==> src/rtl/st_event_logger.sv <==
// st_event_logger: times shoot-through pulses per channel,
// queues {channel,width} records, streams them as UART 8N1.
module st_event_logger #(
  parameter int CHANNELS     = 4,
  parameter int WIDTH_BITS   = 16,
  parameter int FIFO_DEPTH   = 8,
  parameter int CLKS_PER_BIT = 868
) (
  input  logic                clk,
  input  logic                rst_n,
  input  logic [CHANNELS-1:0] det,
  input  logic                clr,
  output logic                tx,
  output logic                overflow,
  output logic                busy
);

  localparam int AW = $clog2(FIFO_DEPTH);
  localparam int RW = 4 + WIDTH_BITS;
  localparam int CW = $clog2(CLKS_PER_BIT + 1);
  localparam logic [CW-1:0] BIT_LAST = CW'(CLKS_PER_BIT - 1);
  localparam logic [WIDTH_BITS-1:0] SAT = '1;

  typedef enum logic [1:0] {
    IDLE,
    START,
    DATA,
    STOP
  } state_t;

  logic [CHANNELS-1:0]   det_q;
  logic [CHANNELS-1:0]   pend;
  logic [CHANNELS-1:0]   fall;
  logic [CHANNELS-1:0]   drop;
  logic [CHANNELS-1:0]   grant;
  logic [WIDTH_BITS-1:0] cnt [CHANNELS];
  logic [WIDTH_BITS-1:0] rec [CHANNELS];

  logic          wr_en;
  logic          rd_en;
  logic [RW-1:0] wr_data;
  logic [RW-1:0] mem [FIFO_DEPTH];
  logic [AW:0]   wp;
  logic [AW:0]   rp;
  logic          full;
  logic          empty;

  state_t        state;
  logic [1:0]    b;
  logic [2:0]    bit_i;
  logic [CW-1:0] clk_cnt;
  logic [RW-1:0] rec_q;
  logic [7:0]    cur_byte;
  logic          bit_end;

  assign fall  = ~det & det_q;
  // a fall only drops when its pend is not draining this cycle
  assign drop  = fall & pend & ~grant;
  assign full  = (wp[AW] != rp[AW]) &&
                 (wp[AW-1:0] == rp[AW-1:0]);
  assign empty = (wp == rp);
  assign rd_en = (state == IDLE) && !empty;
  assign busy  = !empty || (state != IDLE);
  assign bit_end = (clk_cnt == BIT_LAST);

  // fixed-priority pick of the lowest pending channel
  always_comb begin
    grant   = '0;
    wr_en   = 1'b0;
    wr_data = '0;
    for (int i = 0; i < CHANNELS; i++) begin
      if (pend[i] && !full && !wr_en) begin
        grant[i] = 1'b1;
        wr_en    = 1'b1;
        wr_data  = {4'(i), rec[i]};
      end
    end
  end

  // per-channel pulse timing and pending record capture
  always_ff @(posedge clk or negedge rst_n) begin
    if (!rst_n) begin
      det_q <= '0;
      pend  <= '0;
      for (int i = 0; i < CHANNELS; i++) begin
        cnt[i] <= '0;
        rec[i] <= '0;
      end
    end else begin
      det_q <= det;
      for (int i = 0; i < CHANNELS; i++) begin
        if (det[i] && !det_q[i])
          cnt[i] <= WIDTH_BITS'(1);
        else if (det[i] && cnt[i] != SAT)
          cnt[i] <= cnt[i] + WIDTH_BITS'(1);
        if (fall[i] && !drop[i]) begin
          rec[i]  <= cnt[i];
          pend[i] <= 1'b1;
        end else if (grant[i]) begin
          pend[i] <= 1'b0;
        end
      end
    end
  end

  // sticky drop flag; a new drop beats clr
  always_ff @(posedge clk or negedge rst_n) begin
    if (!rst_n)
      overflow <= 1'b0;
    else if (|drop)
      overflow <= 1'b1;
    else if (clr)
      overflow <= 1'b0;
  end

  // record storage, no reset needed
  always_ff @(posedge clk) begin
    if (wr_en)
      mem[wp[AW-1:0]] <= wr_data;
  end

  // FIFO pointers with wrap bit
  always_ff @(posedge clk or negedge rst_n) begin
    if (!rst_n) begin
      wp <= '0;
      rp <= '0;
    end else begin
      if (wr_en)
        wp <= wp + 1'b1;
      if (rd_en)
        rp <= rp + 1'b1;
    end
  end

  // byte select for the record being sent
  always_comb begin
    unique case (b)
      2'd0:    cur_byte = {4'hA, rec_q[RW-1 -: 4]};
      2'd1:    cur_byte = rec_q[WIDTH_BITS-1 -: 8];
      default: cur_byte = rec_q[7:0];
    endcase
  end

  // UART framer: three 8N1 bytes per record, tx registered
  always_ff @(posedge clk or negedge rst_n) begin
    if (!rst_n) begin
      state   <= IDLE;
      tx      <= 1'b1;
      b       <= '0;
      bit_i   <= '0;
      clk_cnt <= '0;
      rec_q   <= '0;
    end else begin
      unique case (state)
        IDLE: begin
          clk_cnt <= '0;
          tx      <= 1'b1;
          if (!empty) begin
            rec_q <= mem[rp[AW-1:0]];
            b     <= '0;
            tx    <= 1'b0;
            state <= START;
          end
        end
        START: begin
          if (bit_end) begin
            clk_cnt <= '0;
            bit_i   <= '0;
            tx      <= cur_byte[0];
            state   <= DATA;
          end else begin
            clk_cnt <= clk_cnt + CW'(1);
          end
        end
        DATA: begin
          if (bit_end) begin
            clk_cnt <= '0;
            if (bit_i == 3'd7) begin
              tx    <= 1'b1;
              state <= STOP;
            end else begin
              bit_i <= bit_i + 3'd1;
              tx    <= cur_byte[3'(bit_i + 3'd1)];
            end
          end else begin
            clk_cnt <= clk_cnt + CW'(1);
          end
        end
        STOP: begin
          if (bit_end) begin
            clk_cnt <= '0;
            if (b != 2'd2) begin
              b     <= b + 2'd1;
              tx    <= 1'b0;
              state <= START;
            end else begin
              tx    <= 1'b1;
              state <= IDLE;
            end
          end else begin
            clk_cnt <= clk_cnt + CW'(1);
          end
        end
        default: state <= IDLE;
      endcase
    end
  end

endmodule
==> config.mk <==
export PLATFORM = sky130hd
export DESIGN_NAME = st_event_logger
export DESIGN_NICKNAME = d
export VERILOG_FILES = /design/src/rtl/st_event_logger.sv
export SDC_FILE = /design/constraint.sdc
export NUM_CORES = 1
export LEC_CHECK = 0
export CAP_MARGIN = 20
export CORE_MARGIN = 5
export CORE_UTILIZATION = 25
export CTS_BUF_LIST = sky130_fd_sc_hd__clkbuf_2
export DETAILED_ROUTE_END_ITERATION = 10
export REMOVE_ABC_BUFFERS = 1
export SLEW_MARGIN = 15
export SYNTH_ARGS = -nofsm -noshare
export SYNTH_HDL_FRONTEND = slang
export SYNTH_SLANG_ARGS = --single-unit
==> constraint.sdc <==
create_clock -name clk -period 4.3 [get_ports clk]
set_clock_uncertainty 0.15 [all_clocks]
set_input_delay 1.075 -clock clk [delete_from_list [all_inputs] [get_ports clk]]
set_output_delay 1.075 -clock clk [all_outputs]
set_load 0.02 [all_outputs]
==> impl_results.md <==
* Crit path largest cell delay at approximately 540 ps
* Total Wirelength at slightly above 30,000 um
* Syn avg cell area at around 13 sq um
* Worst R2R Path Depth at 5
* Yosys warnings at 0
* Pwr dens at around 470 nW/um^2
* WHS Path Cells at 2
* Clock root cell: clkbuf_2
* Slew margin rel. at 0.381
* Worst-margin pin slew at around 930 ps
* Number of vias per cell at roughly 4.6
* Max VDD drop at roughly 0.2 mV
* Synth area leader: dfrtp_1
* CP endpoint kind: output pin
* Final GP Congestion at 0.782
* Finish-stage setup viols at 0
* CTS tree: done
* Placeable Area at about 57,000 sq um
* Num rows at 87
* Initial DRC count at between 600 and 700
* Netlist cell types at 70
* Clk pin slew, worst setup/hold paths at ~100 ps
* Req. time, crit path at ~3100 ps
* Leading post-synthesis cells by cell area: dfrtp_1 31%, edfxtp_1 30%, mux4_2 5.8%, mux2_2 4.5%, nand2_1 2.2%
* Leak at 6.38 nW
* Placed wire-length estimate at about 20,000 um
* Layout Nets at 1,160
* DR pass1 iterations at 6
* DRC Markers at 0
* Crit-path cells: xnor2_1 -> and4b_2 -> and2_1 -> inv_1 -> clkdlybuf4s50_1
* Initial Util at 0.254
* Mapped Area at 14,400 sq um
* Area delta synth->final at 12.8%
* Die width at 250 um
* Placed cell count at about 1,800
* Worst Path Max Fanout at 9
* FFs w/ async S/R, synth at 0.557
* First-pass GRT wire length at approximately 50,000 um
* Yosys top cell area share at 0.314
* Total congestion overflow at 0
* Most frequent cells in the layout: 177 x dfrtp_1, 144 x edfxtp_1, 118 x clkbuf_2
* Gr usage total at 0.0983
* Clock sink count at between 300 and 400
* Max Clock Freq at approximately 0.24 GHz
* Hold Vio Cnt, Final at 0
* Vias at ~9,000
* Fraction of layout cells with a size suffix above 1 at 0.232
* Final Non-Filler Cells at 1,958
* Multi-input gate area at 5240 sq um
* Routed wire per std cell at between 15 and 20 um
* Flops & latches, synth at 325
* Ports at 10
* Register area at around 9000 sq um
* Critical path's top delay family: buffers and inverters
* Worst path arrival time at roughly 2900 ps
* Routed Antenna Nets at 0
* Period utilization at 0.960
* Stages on the worst setup path at 5
* Initial antenna violation count at 1
* Die ar. at between 60,000 and 70,000 sq um
* Tmin final at approximately 4100 ps
* Post-synth EDFFs at 144
* Max clock buf depth at 3
* Hold crit path type: reg -> reg
* DIE HEIGHT at around 250 um
* Htree depth at 3
* Total power at ~7.7 mW
* Final setup TNS at 0 ps
* Most common cell after layout, fill and taps aside: dfrtp_1
* Skew-Pair Late Insertion Delay at approximately 950 ps
* Main flop type after synthesis: dfrtp_1
* Vias in the first global route at a little over 9,000
* Crit-path slowest cell: clkdlybuf4s50_1
* Cts bufs inserted at slightly below 80
* Max Cap Viol at 0
* Final max-slew violation count at 0
* Sequential cell area fraction in the yosys report at 0.616
* Worst Path Class, Setup: reg -> out
* Status: complete, no violations
* Cell count after synthesis at 1,077
* Worst Path Buf+Inv at 2
* CP startpoint kind: flip-flop
* Largest net degree at the start of global routing at 84
* Number of fill cells at a little under 6,000
* Count of input and output buffers at 9
## area by class of cell
type | instances | area share
Sequential cell | 325 | 0.547
Multi-Input combinational cell | 675 | 0.323
Tap cell | 756 | 0.0584
Clock buffer | 118 | 0.0365
Timing Repair Buffer | 31 | 0.0169
Clock inverter | 27 | 0.0119
Inverter | 25 | 0.00579
Antenna cell | 1 | 0.000154
## logic make-up (layout without fill, tap and decap cells)
logic type	Yosys count	count (layout)	share of synthesized area
flip-flops	325	325	0.616
AO/OA/AOI/OAI	166	166	0.0775
AND/OR/NAND/NOR	315	315	0.112
multiplexers	128	128	0.127
XOR/XNOR	49	49	0.0299
adder cells (fa/ha/maj)	17	17	0.0148
buffers and inverters	77	201	0.0221
other	0	1	0
## worst reg2reg max path, stage by stage, from the launching register on
cell and delay, ps:
dfrtp_2 490, xnor2_1 270, nand4_1 260, and3_1 470
a222oi_1 680, a21oi_1 370
## sequential cells by signal, indices dropped and copies added, names as in the netlist, 10 cells and up
register,count
mem,144
clk_cnt,10
rec,64
rec_q,18
cnt,64
## stage by stage
stage / hold WS (ps) / utilization / area (sq um) / setup WS [ps]
finish: 335 / 0.286 / 16200 / 172
global route: 356 / 0.286 / 16200 / -8.54
CTS: 340 / 0.286 / 16200 / 33.3
global placement: 306 / 0.272 / 15400 / 1060
detailed placement: 315 / 0.272 / 15400 / 1000
floorplan: 292 / - / 14100 / -413
## synth_stat cells, types with 12 or more instances
master    number
dfrtp_1      180
edfxtp_1     144
nand2_1       84
nor2_1        66
mux2_2        58
o21ai_0       43
a21oi_1       40
mux4_2        37
clkbuf_1      36
xnor2_1       32
nor3_1        29
nand3_1       28
inv_1         25
mux2i_1       23
nand4_1       21
ha_1          17
xor2_1        17
a22oi_1       14
nand2b_1      13
and4_1        12
## power by group
group | internal [mW] | leakage, nW | switching (mW)
logic | 0.447 | 2.02 | 0.822
registers | 3.97 | 3.76 | 0.244
clock network | 0.917 | 0.593 | 1.25
## routing by layer
metal,vias up,routed length (um),track usage
li1,4229,-,-
met1,4596,14200,0.133
met5,-,0,0
met3,41,1680,0.0255
met2,214,14500,0.157
met4,0,449,0.0281
## what timing repair did
item	in CTS	in global routing
endpoints found under the setup margin	1	1
gates resized for setup	1	4
cloned	0	0
endpoints found under the hold margin	65	0
hold buffers	1	0
buffers inserted	0	0
## worst paths after layout
| path | start | endpoint | slack [ps] |
|---|---|---|---|
| max | wp[0] | busy | 170 |
| min reg2reg | rec_q[17] | rec_q[17] | 340 |
| min | rec_q[17] | rec_q[17] | 340 |
| max in group asynchronous | rst_n | cnt[0] | 2420 |
| max reg2reg | wp[0] | mem[7][11] | 1240 |
| min in group asynchronous | rst_n | state[0] | 590 |
(Power assumes the default switching activity.)
